`src/rtl/forward_hazard_unit.sv`:
```
// EX-stage operand forwarding (MEM / WB / WB-hold) and load-use stall control.
// A delayed copy of the WB write covers the register-file write-then-read gap.
module forward_hazard_unit #(
    parameter int DW       = 32,
    parameter int AW       = 5,
    parameter int LOAD_LAT = 1,
    parameter int FWD_HOLD = 1
) (
    input  logic          clk,
    input  logic          rst_n,
    input  logic [AW-1:0] id_rs,
    input  logic [AW-1:0] id_rt,
    input  logic          id_use_rs,
    input  logic          id_use_rt,
    input  logic [AW-1:0] ex_rs,
    input  logic [AW-1:0] ex_rt,
    input  logic [AW-1:0] ex_rd,
    input  logic          ex_memread,
    input  logic          ex_alusrc,
    input  logic [DW-1:0] ex_rs_data,
    input  logic [DW-1:0] ex_rt_data,
    input  logic [DW-1:0] ex_imm,
    input  logic [AW-1:0] mem_rd,
    input  logic          mem_regwrite,
    input  logic [DW-1:0] mem_alu_out,
    input  logic [AW-1:0] wb_rd,
    input  logic          wb_regwrite,
    input  logic [DW-1:0] wb_data,
    input  logic          pipe_flush,
    output logic [DW-1:0] op_a,
    output logic [DW-1:0] op_b,
    output logic [DW-1:0] store_data,
    output logic [1:0]    fwd_a,
    output logic [1:0]    fwd_b,
    output logic          stall,
    output logic          bubble,
    output logic [15:0]   stall_cnt
);

    // state | meaning
    // IDLE  | no stall pending; stall/bubble follow the live hazard
    // WAIT  | first stall cycle issued; rem further stall cycles remain
    typedef enum logic {IDLE = 1'b0, WAIT = 1'b1} state_t;

    localparam logic [1:0] SRC_RF   = 2'b00;
    localparam logic [1:0] SRC_MEM  = 2'b10;
    localparam logic [1:0] SRC_WB   = 2'b01;
    localparam logic [1:0] SRC_HOLD = 2'b11;
    localparam logic       HOLD_EN  = (FWD_HOLD != 0);
    localparam logic [2:0] LAT_M1   = 3'(LOAD_LAT - 1);

    state_t        state_q;
    logic [2:0]    rem_q;
    logic          hold_valid_q;
    logic [AW-1:0] hold_rd_q;
    logic [DW-1:0] hold_data_q;
    logic [15:0]   stall_cnt_q;

    logic          hold_hit_a, hold_hit_b;
    logic [DW-1:0] fwd_b_val;
    logic          hz;
    logic          stall_d;

    assign hold_hit_a = HOLD_EN && hold_valid_q && (hold_rd_q == ex_rs);
    assign hold_hit_b = HOLD_EN && hold_valid_q && (hold_rd_q == ex_rt);

    always_comb begin
        fwd_a = SRC_RF;
        op_a  = ex_rs_data;
        if (ex_rs != '0) begin
            if (mem_regwrite && (mem_rd == ex_rs)) begin
                fwd_a = SRC_MEM;
                op_a  = mem_alu_out;
            end else if (wb_regwrite && (wb_rd == ex_rs)) begin
                fwd_a = SRC_WB;
                op_a  = wb_data;
            end else if (hold_hit_a) begin
                fwd_a = SRC_HOLD;
                op_a  = hold_data_q;
            end
        end
    end

    always_comb begin
        fwd_b     = SRC_RF;
        fwd_b_val = ex_rt_data;
        if (ex_rt != '0) begin
            if (mem_regwrite && (mem_rd == ex_rt)) begin
                fwd_b     = SRC_MEM;
                fwd_b_val = mem_alu_out;
            end else if (wb_regwrite && (wb_rd == ex_rt)) begin
                fwd_b     = SRC_WB;
                fwd_b_val = wb_data;
            end else if (hold_hit_b) begin
                fwd_b     = SRC_HOLD;
                fwd_b_val = hold_data_q;
            end
        end
    end

    assign op_b       = ex_alusrc ? ex_imm : fwd_b_val;
    assign store_data = fwd_b_val;

    assign hz = ex_memread && (ex_rd != '0) &&
                ((id_use_rs && (id_rs == ex_rd)) || (id_use_rt && (id_rt == ex_rd)));

    always_comb begin
        stall_d = 1'b0;
        if (!pipe_flush) begin
            stall_d = (state_q == WAIT) ? 1'b1 : hz;
        end
    end

    // Gate with rst_n so a hazard seen during reset never leaks out as a stall.
    assign stall     = stall_d & rst_n;
    assign bubble    = stall;
    assign stall_cnt = stall_cnt_q;

    always_ff @(posedge clk or negedge rst_n) begin
        if (!rst_n) begin
            hold_valid_q <= 1'b0;
            hold_rd_q    <= '0;
            hold_data_q  <= '0;
        end else begin
            hold_valid_q <= wb_regwrite && (wb_rd != '0);
            hold_rd_q    <= wb_rd;
            hold_data_q  <= wb_data;
        end
    end

    always_ff @(posedge clk or negedge rst_n) begin
        if (!rst_n) begin
            state_q <= IDLE;
            rem_q   <= 3'd0;
        end else if (pipe_flush) begin
            state_q <= IDLE;
            rem_q   <= 3'd0;
        end else begin
            case (state_q)
                IDLE: begin
                    if (hz && (LOAD_LAT > 1)) begin
                        state_q <= WAIT;
                        rem_q   <= LAT_M1;
                    end
                end
                WAIT: begin
                    rem_q <= rem_q - 3'd1;
                    if (rem_q == 3'd1) begin
                        state_q <= IDLE;
                    end
                end
                default: begin
                    state_q <= IDLE;
                    rem_q   <= 3'd0;
                end
            endcase
        end
    end

    always_ff @(posedge clk or negedge rst_n) begin
        if (!rst_n) begin
            stall_cnt_q <= 16'd0;
        end else if (stall_d && (stall_cnt_q != 16'hFFFF)) begin
            stall_cnt_q <= stall_cnt_q + 16'd1;
        end
    end

endmodule

```
`config.mk`:
```
export PLATFORM = sky130hd
export DESIGN_NAME = forward_hazard_unit
export DESIGN_NICKNAME = d
export VERILOG_FILES = /design/src/rtl/forward_hazard_unit.sv
export SDC_FILE = /design/constraint.sdc
export NUM_CORES = 1
export LEC_CHECK = 0
export CORE_AREA = 2 2 125 127
export CTS_BUF_LIST = sky130_fd_sc_hd__clkbuf_8
export DETAILED_ROUTE_END_ITERATION = 8
export DIE_AREA = 0 0 127 129
export PLACE_DENSITY = 0.76
export SYNTH_ARGS = -nofsm -noshare
export SYNTH_HDL_FRONTEND = slang
export SYNTH_SLANG_ARGS = --single-unit
```
`constraint.sdc`:
```
create_clock -name clk -period 9.4 [get_ports clk]
set_clock_uncertainty 0.05 [all_clocks]
set_input_delay 2.82 -clock clk [delete_from_list [all_inputs] [get_ports clk]]
set_output_delay 2.82 -clock clk [all_outputs]
set_load 0.02 [all_outputs]
```
=== Word level (Yosys, flattened, before mapping) ===
Index checks and enable logic that the tools add are counted.

* Bits of input ports: 204
* Register bits after elaboration: 58
* Word-level logic and storage cells: 61
* Output and inout port bits: 118

* Add/sub/neg operators: 2
* Equal/unequal tests: 10
* Multiplexer cells: 24
* Reductions and logical operators: 18
* Bitwise gates (word level): 1

{| class="wikitable"
|+ Operators by type and width
! kind !! count
|-
| 32-bit 2-to-1 mux || 9
|-
| 5-bit equality test || 8
|-
| 5-bit nonzero test || 4
|-
| 16-bit by 1-bit adder with 16-bit output (second input constant) || 1
|-
| 2-bit 2-to-1 mux || 8
|-
| 16-bit != test (second input constant) || 1
|-
| 1-bit logical AND || 12
|-
| 3-bit 2-to-1 mux || 2
|-
| 1-bit 2-to-1 mux || 5
|-
| 3-bit by 1-bit equality test with 1-bit output (second input constant) || 1
|-
| 3-bit by 1-bit subtractor with 3-bit output (second input constant) || 1
|-
| 2-bit nonzero test || 1
|-
| 1-bit AND || 1
|-
| 1-bit logical OR || 1
|}

=== Longest topological paths before layout ===
Gate-level depths: netlist of the first run.

* Depth after elaboration: 7
* Depth in mapped cells: 9
* Mapped depth without buffers: 7

=== Least setup slack after synthesis of the first run ===
Ideal clock, no wire load.

* Kind: in2out
* Start point: input port ex_rt[3]
* End point: output port op_b[0]
* Required time: 6.530 ns
* Setup slack: 2.146 ns
* Cell stages on the path: 6
* Buffers on the path: 0
* Arrival: 4.384 ns
* Cells stage by stage: xor2_1 > nor4_2 > o2111a_2 > a221oi_1 > o2bb2ai_1 > mux2_1

* Word-level cells in the longest chain between the ends: 7
* Elaborated cells between the ends (all ways): 12
* Those cells by class: 3 x eq/ne; 5 x mux; 4 x reduce/logical

{| class="wikitable"
|+ RTL lines
! item !! line !! text
|-
| from (decl) || 16 || <nowiki>input logic [AW-1:0] ex_rt,</nowiki>
|-
| 5-bit equality test || 65 || <nowiki>assign hold_hit_b = HOLD_EN && hold_valid_q && (hold_rd_q == ex_rt);</nowiki>
|-
| 1-bit logical AND || 65 ||
|-
| 32-bit 2-to-1 mux || 94 || <nowiki>end else if (hold_hit_b) begin</nowiki>
|-
| 32-bit 2-to-1 mux || 91 || <nowiki>end else if (wb_regwrite && (wb_rd == ex_rt)) begin</nowiki>
|-
| 32-bit 2-to-1 mux || 88 || <nowiki>if (mem_regwrite && (mem_rd == ex_rt)) begin</nowiki>
|-
| 32-bit 2-to-1 mux * || 87 || <nowiki>if (ex_rt != '0) begin</nowiki>
|-
| via store_data[0] || 32 || <nowiki>output logic [DW-1:0] store_data,</nowiki>
|-
| 32-bit 2-to-1 mux * || 101 || <nowiki>assign op_b = ex_alusrc ? ex_imm : fwd_b_val;</nowiki>
|-
| to (decl) || 31 || <nowiki>output logic [DW-1:0] op_b,</nowiki>
|}

The timed path passes the listed nets; every way through them passes the cells marked *.

=== Worst setup path in the final report of the first run ===
* Start point: input port wb_rd[0]
* End point: output port op_b[29]

* Word-level cells in the longest chain between the ends: 6

{| class="wikitable"
|+ RTL lines
! item !! line !! text
|-
| from (decl) || 26 || <nowiki>input logic [AW-1:0] wb_rd,</nowiki>
|-
| 5-bit equality test || 91 ||
|-
| 1-bit logical AND || 91 ||
|-
| 32-bit 2-to-1 mux || 91 ||
|-
| 32-bit 2-to-1 mux || 88 ||
|-
| 32-bit 2-to-1 mux || 87 ||
|-
| 32-bit 2-to-1 mux || 101 ||
|}

Every way passes these cells.

==> results.json, run 1 <==
{
  "hpwl_um": 15700,
  "synth-simple-area-share": 0.0991,
  "synthXorXnorAreaFrac": 0.0993,
  "tightestPinTransition_ps": 887,
  "grt_max_degree": 59,
  "syn_nets": 714,
  "wl_met3_um": 1250,
  "holdPathStages": 1,
  "cts_max_level": 3,
  "synth-seq-cells": 58,
  "drc": 0,
  "slew_viol_final": 0,
  "cts_made_buffers": 9,
  "grt_pass1_vias": 5681,
  "gp_congestion": 0.865,
  "via_per_inst": 5.47,
  "synth_compound_area_frac": 0.366,
  "path_class": "input pin to output port",
  "layout_setup_ws_ps": 615,
  "wl_met2_um": 10100,
  "hold_end": "stall_cnt[9]",
  "regToRegStartpoint": "stall_cnt[0]",
  "die-area_um2": 16400,
  "timing.rr.end": "stall_cnt[15]",
  "p_total_w": 0.000891,
  "synth_adder_area_share": 0.00760,
  "power_density_nw_per_um2": 105,
  "syn_to_final_growth_pct": 72.3,
  "num_antenna_cells": 0,
  "leakage_nw": 3.16,
  "r2r_cells": 7,
  "rows": 45,
  "ys_seq_area_frac": 0.294,
  "fmax_mhz": 114,
  "netlist_instances": 507,
  "max-clock-path-buffers": 2,
  "drt-met1-wl_um": 8780,
  "cts_tree": "yes",
  "clkSinkCount": 58,
  "cp-start-kind": "input pin",
  "cp_max_fo": 23,
  "crit_path_start": "wb_rd[0]",
  "synth_edf_count": 0,
  "core_um2": 15000,
  "top_layer_used": "met4",
  "clk_pin_slew_ps": 70,
  "portBuffers": 321,
  "outcome": "completed",
  "synth.area.mux_share": 0.0796,
  "cts-root-buf": "clkbuf_8",
  "setup_violations": 0,
  "die_w_um": 127,
  "postCtsSetupBuffers": 0,
  "async_reset_ff_frac": 1.00,
  "worst_setup_path_end_kind": "output port",
  "yosysUniqueCellTypes": 45,
  "routedWlPerCell_um": 20.5,
  "layout_commonest_cell": "clkdlybuf4s50_1",
  "synth_area_um2": 4940,
  "pre_cts_ws_ps": 601,
  "final_cell_mix": "clkdlybuf4s50_1 (319), o21ai_0 (63), dfrtp_1 (58), nand2_1 (45), xnor2_1 (38)",
  "final_nets": 1018,
  "fin_crit_ps": 8780,
  "drt_iter0_markers": 312,
  "antenna_left": 0,
  "hold_start": "stall_cnt[9]",
  "synthFlopType": "dfrtp_1",
  "final_hold_viol_count": 0,
  "fin_crit_sh": 0.935,
  "grt_use_total": 0.245,
  "rrSetupSlack_ps": 7040,
  "crit_arrival_ps": 5910,
  "worst_ir_drop_vdd_mv": 0.0852,
  "yosysWarnings": 0,
  "start_util": 0.330,
  "antenna_found_initial": 0,
  "vias": 5492,
  "maxCapViolCount": 0,
  "dr.pass1.iters": 4,
  "die_h_um": 129,
  "grt_pass1_wl_um": 31700,
  "totalWireLength_um": 20600,
  "rsz0062_at_grt": "false",
  "worst-endpoint-required_ps": 6530,
  "setup_tns_ps": 0,
  "synth_top_family_by_area": "compound AO/OA/AOI/OAI gates",
  "min-delay-path-class": "register to register",
  "drive_gt1_frac": 0.164,
  "postCtsResizedCells": 0,
  "holdBufCountCts": 0,
  "clock_latency_ps": 330,
  "slew_headroom": 0.407,
  "avgSynthCellArea_um2": 9.74,
  "grt-ovfl-total": 0,
  "ioPinCount": 322
}
[registers in the layout, indices dropped and copies added (netlist names)]
register      count
hold_data_q      32
state_q           1
hold_rd_q         5
rem_q             3
hold_valid_q      1
stall_cnt        16
[Yosys cell counts (3+ instances only)]
cell type / count / area [um^2]
a221oi_1: 35 / 307
a221oi_2: 29 / 435
and2_1: 4 / 25.0
and3_1: 5 / 31.3
buf_2: 12 / 60.1
buf_4: 5 / 37.5
buf_6: 6 / 67.6
clkbuf_1: 21 / 78.8
dfrtp_1: 58 / 1450
ha_1: 3 / 37.5
inv_1: 5 / 18.8
mux2_1: 4 / 45.0
mux2_2: 30 / 338
nand2_1: 45 / 169
nand3_1: 9 / 45.0
nand4_1: 9 / 56.3
nor2_1: 11 / 41.3
nor3_1: 4 / 20.0
nor4_1: 3 / 18.8
o21a_1: 3 / 22.5
o21ai_0: 63 / 315
o21ai_1: 33 / 165
o2bb2ai_2: 30 / 450
xnor2_1: 38 / 333
xor2_1: 18 / 158
[per-layer routing]
layer,global-route usage,vias up
met2,0.414,227
li1,-,2583
met5,0,-
met4,0.0776,0
met3,0.0441,36
met1,0.318,2646
[logic make-up after synthesis]
logic type,after synthesis
AO/OA/AOI/OAI,205
AND/OR/NAND/NOR,100
flip-flops,58
XOR/XNOR,56
buffers and inverters,50
multiplexers,35
adder cells (fa/ha/maj),3
[power by group]
group	switching (W)	internal (W)	leakage (nW)
registers	0.0000107	0.000262	0.720
clock network	0.000110	0.000149	0.105
logic	0.000161	0.000199	2.33
[metrics by stage]
step,hold slack [ps],utilization,instances,area [um^2]
after floorplan,464,-,507,4940
after global placement,440,0.553,988,8290
after detailed placement,454,0.553,988,8290
after CTS,466,0.568,1004,8510
after global routing,480,0.568,1004,8510
final,454,0.568,1004,8510
[cell type report]
| cell class | count | area (um^2) |
|---|---|---|
| Multi-Input combinational cell | 399 | 3250 |
| Timing Repair Buffer | 338 | 3330 |
| Clock buffer | 9 | 124 |
| Tap cell | 188 | 235 |
| Clock inverter | 7 | 93.8 |
| Fill cell | 1333 | 6470 |
| Sequential cell | 58 | 1450 |
| Inverter | 5 | 18.8 |
[worst max path at each step]
stage | slack, ps | end
after detailed placement | 600 | op_a[12]
after CTS | 600 | op_a[12]
final | 620 | op_b[29]
after global placement | 630 | op_a[1]
after global routing | 440 | op_b[29]
after floorplan | 2150 | op_b[0]
[worst max-delay path: stages]
cell             delay [ps]
clkdlybuf4s50_1         530
xnor2_1                 180
nand4_1                 190
or2_1                   160
a31o_2                  720
buf_4                   380
o2bb2ai_2               140
mux2_2                  170
clkdlybuf4s50_1         620
Note: power is estimated with default switching activity, not from simulation.
==> inputs of run 2 (changes only) <==
--- a/config.mk
+++ b/config.mk
@@ -5,11 +5,11 @@
 export SDC_FILE = /design/constraint.sdc
 export NUM_CORES = 1
 export LEC_CHECK = 0
-export CORE_AREA = 2 2 125 127
+export CORE_AREA = 2 2 123 125
 export CTS_BUF_LIST = sky130_fd_sc_hd__clkbuf_8
 export DETAILED_ROUTE_END_ITERATION = 8
-export DIE_AREA = 0 0 127 129
-export PLACE_DENSITY = 0.76
+export DIE_AREA = 0 0 125 127
+export PLACE_DENSITY = 0.78
 export SYNTH_ARGS = -nofsm -noshare
 export SYNTH_HDL_FRONTEND = slang
 export SYNTH_SLANG_ARGS = --single-unit
==> run 2 against run 1 <==
Against the previous run: sequential cell count stayed put; core utilization grew 2.6 points; final cell count down 0.50%; register-to-register slack about the same; global-route usage is 0.50 points higher; sequential power barely moved; hold slack got worse by 5.7 ps; combinational power about the same; die area decreased by 3.1%; largest cell class unchanged; highest routed layer unchanged.
==> results.json, run 2 (same netlist as run 1, synthesis figures left out) <==
{
  "outcome": "completed",
  "drc": 0,
  "cts-root-buf": "clkbuf_8",
  "power_density_nw_per_um2": 108,
  "holdPathStages": 1,
  "hold_start": "stall_cnt[4]",
  "combinationalPowerShare": 0.391,
  "rows": 44,
  "worst_ir_drop_vdd_mv": 0.0641,
  "grt_max_degree": 59,
  "largest_reg_flops": 32,
  "grt_pass1_wl_um": 31700,
  "syn_to_final_growth_pct": 73.4,
  "num_antenna_cells": 0,
  "hpwl_um": 15800,
  "worst-endpoint-required_ps": 6530,
  "antenna_left": 0,
  "top_layer_used": "met4",
  "pre_cts_ws_ps": 533,
  "critPathSlowestCell": "o2111a_2",
  "timing.rr.end": "stall_cnt[15]",
  "die_h_um": 127,
  "via_per_inst": 5.48,
  "clockPowerShare": 0.316,
  "utilization": 0.594,
  "slew_viol_final": 0,
  "final_cell_mix": "clkdlybuf4s50_1 (319), o21ai_0 (63), dfrtp_1 (58), nand2_1 (45), xnor2_1 (38)",
  "dr.pass1.iters": 7,
  "internal-power_w": 0.000640,
  "clkSinkCount": 58,
  "wl_met2_um": 10300,
  "path_class": "input pin to output port",
  "crit_arrival_ps": 5980,
  "fin_crit_ps": 8850,
  "switchingPower_w": 0.000288,
  "max_stage_delay_ps": 720,
  "wl_met3_um": 1230,
  "seq_power_share": 0.293,
  "die_w_um": 125,
  "hold_end": "stall_cnt[4]",
  "ioPinCount": 322,
  "setup_tns_ps": 0,
  "cts_max_level": 3,
  "tightestPinTransition_ps": 899,
  "setup_violations": 0,
  "layout_commonest_cell": "clkdlybuf4s50_1",
  "layout_setup_ws_ps": 546,
  "min-delay-path-class": "register to register",
  "postCtsResizedCells": 0,
  "grt-ovfl-total": 0,
  "top_register": "hold_data_q",
  "portBuffers": 321,
  "cts_made_buffers": 9,
  "antenna_found_initial": 0,
  "path_common_cell": "clkdlybuf4s50_1",
  "drive_gt1_frac": 0.162,
  "swShare": 0.310,
  "slew_headroom": 0.401,
  "cts_tree": "yes",
  "totalWireLength_um": 20700,
  "start_util": 0.342,
  "maxCapViolCount": 0,
  "rrSetupSlack_ps": 7040,
  "drt_iter0_markers": 335,
  "whs_ps": 448,
  "regToRegStartpoint": "stall_cnt[0]",
  "drt-met1-wl_um": 8780,
  "clk_pin_slew_ps": 80,
  "r2r_cells": 7,
  "routedWlPerCell_um": 20.7,
  "worstPathCellList": "clkdlybuf4s50_1, xor2_1, nor4_2, o2111a_2, buf_4, a221oi_2, o2bb2ai_2, mux2_2, clkdlybuf4s50_1",
  "grt_use_total": 0.250,
  "clock_latency_ps": 340,
  "final_nets": 1017,
  "core_um2": 14400,
  "die-area_um2": 15900,
  "rsz0062_at_grt": "false",
  "holdBufCountCts": 0,
  "gp_congestion": 0.915,
  "max-clock-path-buffers": 2,
  "vias": 5472,
  "cp-start-kind": "input pin",
  "leakage_nw": 3.18,
  "worst_setup_path_end_kind": "output port",
  "fmax_mhz": 113,
  "postCtsSetupBuffers": 0,
  "cp_max_fo": 24,
  "final_hold_viol_count": 0,
  "grt_pass1_vias": 5629,
  "fin_crit_sh": 0.942
}
==> run 2: worst max-delay path by stage <==
stage                    end  slack (ps)      from
floorplan            op_b[0]        2150  ex_rt[3]
CTS                 op_b[27]         520  ex_rt[3]
detailed placement  op_b[27]         530  ex_rt[3]
finish              op_b[27]         550  ex_rt[3]
global placement    op_b[27]         570  ex_rt[3]
global route        op_b[27]         390  ex_rt[3]
==> run 2: area by class of cell <==
class                      instances  area (um^2)
clock buffer                       9          124
multi-input combinational        399         3250
clock inverter                     7          125
fill                            1282         5860
tap                              184          230
inverter                           5         18.8
timing repair buffer             337         3360
sequential                        58         1450
==> run 2: routing by layer <==
| metal | vias to the layer above | track usage |
|---|---|---|
| met1 | 2623 | 0.327 |
| met4 | 0 | 0.0712 |
| met3 | 26 | 0.0448 |
| met2 | 243 | 0.424 |
| li1 | 2580 | - |
| met5 | - | 0 |
==> run 2: power by group through the flow <==
stage	combinational [W]	sequential, W	clock, W
final	0.000362	0.000272	0.000294
after global routing	0.000384	0.000273	0.000313
after CTS	0.000364	0.000272	0.000301
after detailed placement	0.000362	0.000277	0
after global placement	0.000359	0.000277	0
after floorplan	0.000148	0.000280	0
==> run 2: worst max-delay path: cells and delay by family <==
kind	cells	cell delay (ps)
buffers and inverters	3	1450
AO/OA/AOI/OAI	3	980
AND/OR/NAND/NOR	1	320
XOR/XNOR	1	210
multiplexers	1	180
==> run 2: stage by stage <==
step / cells / total power, W / cell area [um^2]
after floorplan: 507 / 0.000428 / 4940
after global placement: 983 / 0.000636 / 8310
after detailed placement: 983 / 0.000639 / 8310
after CTS: 999 / 0.000936 / 8560
after global routing: 999 / 0.000970 / 8560
final: 999 / 0.000928 / 8560
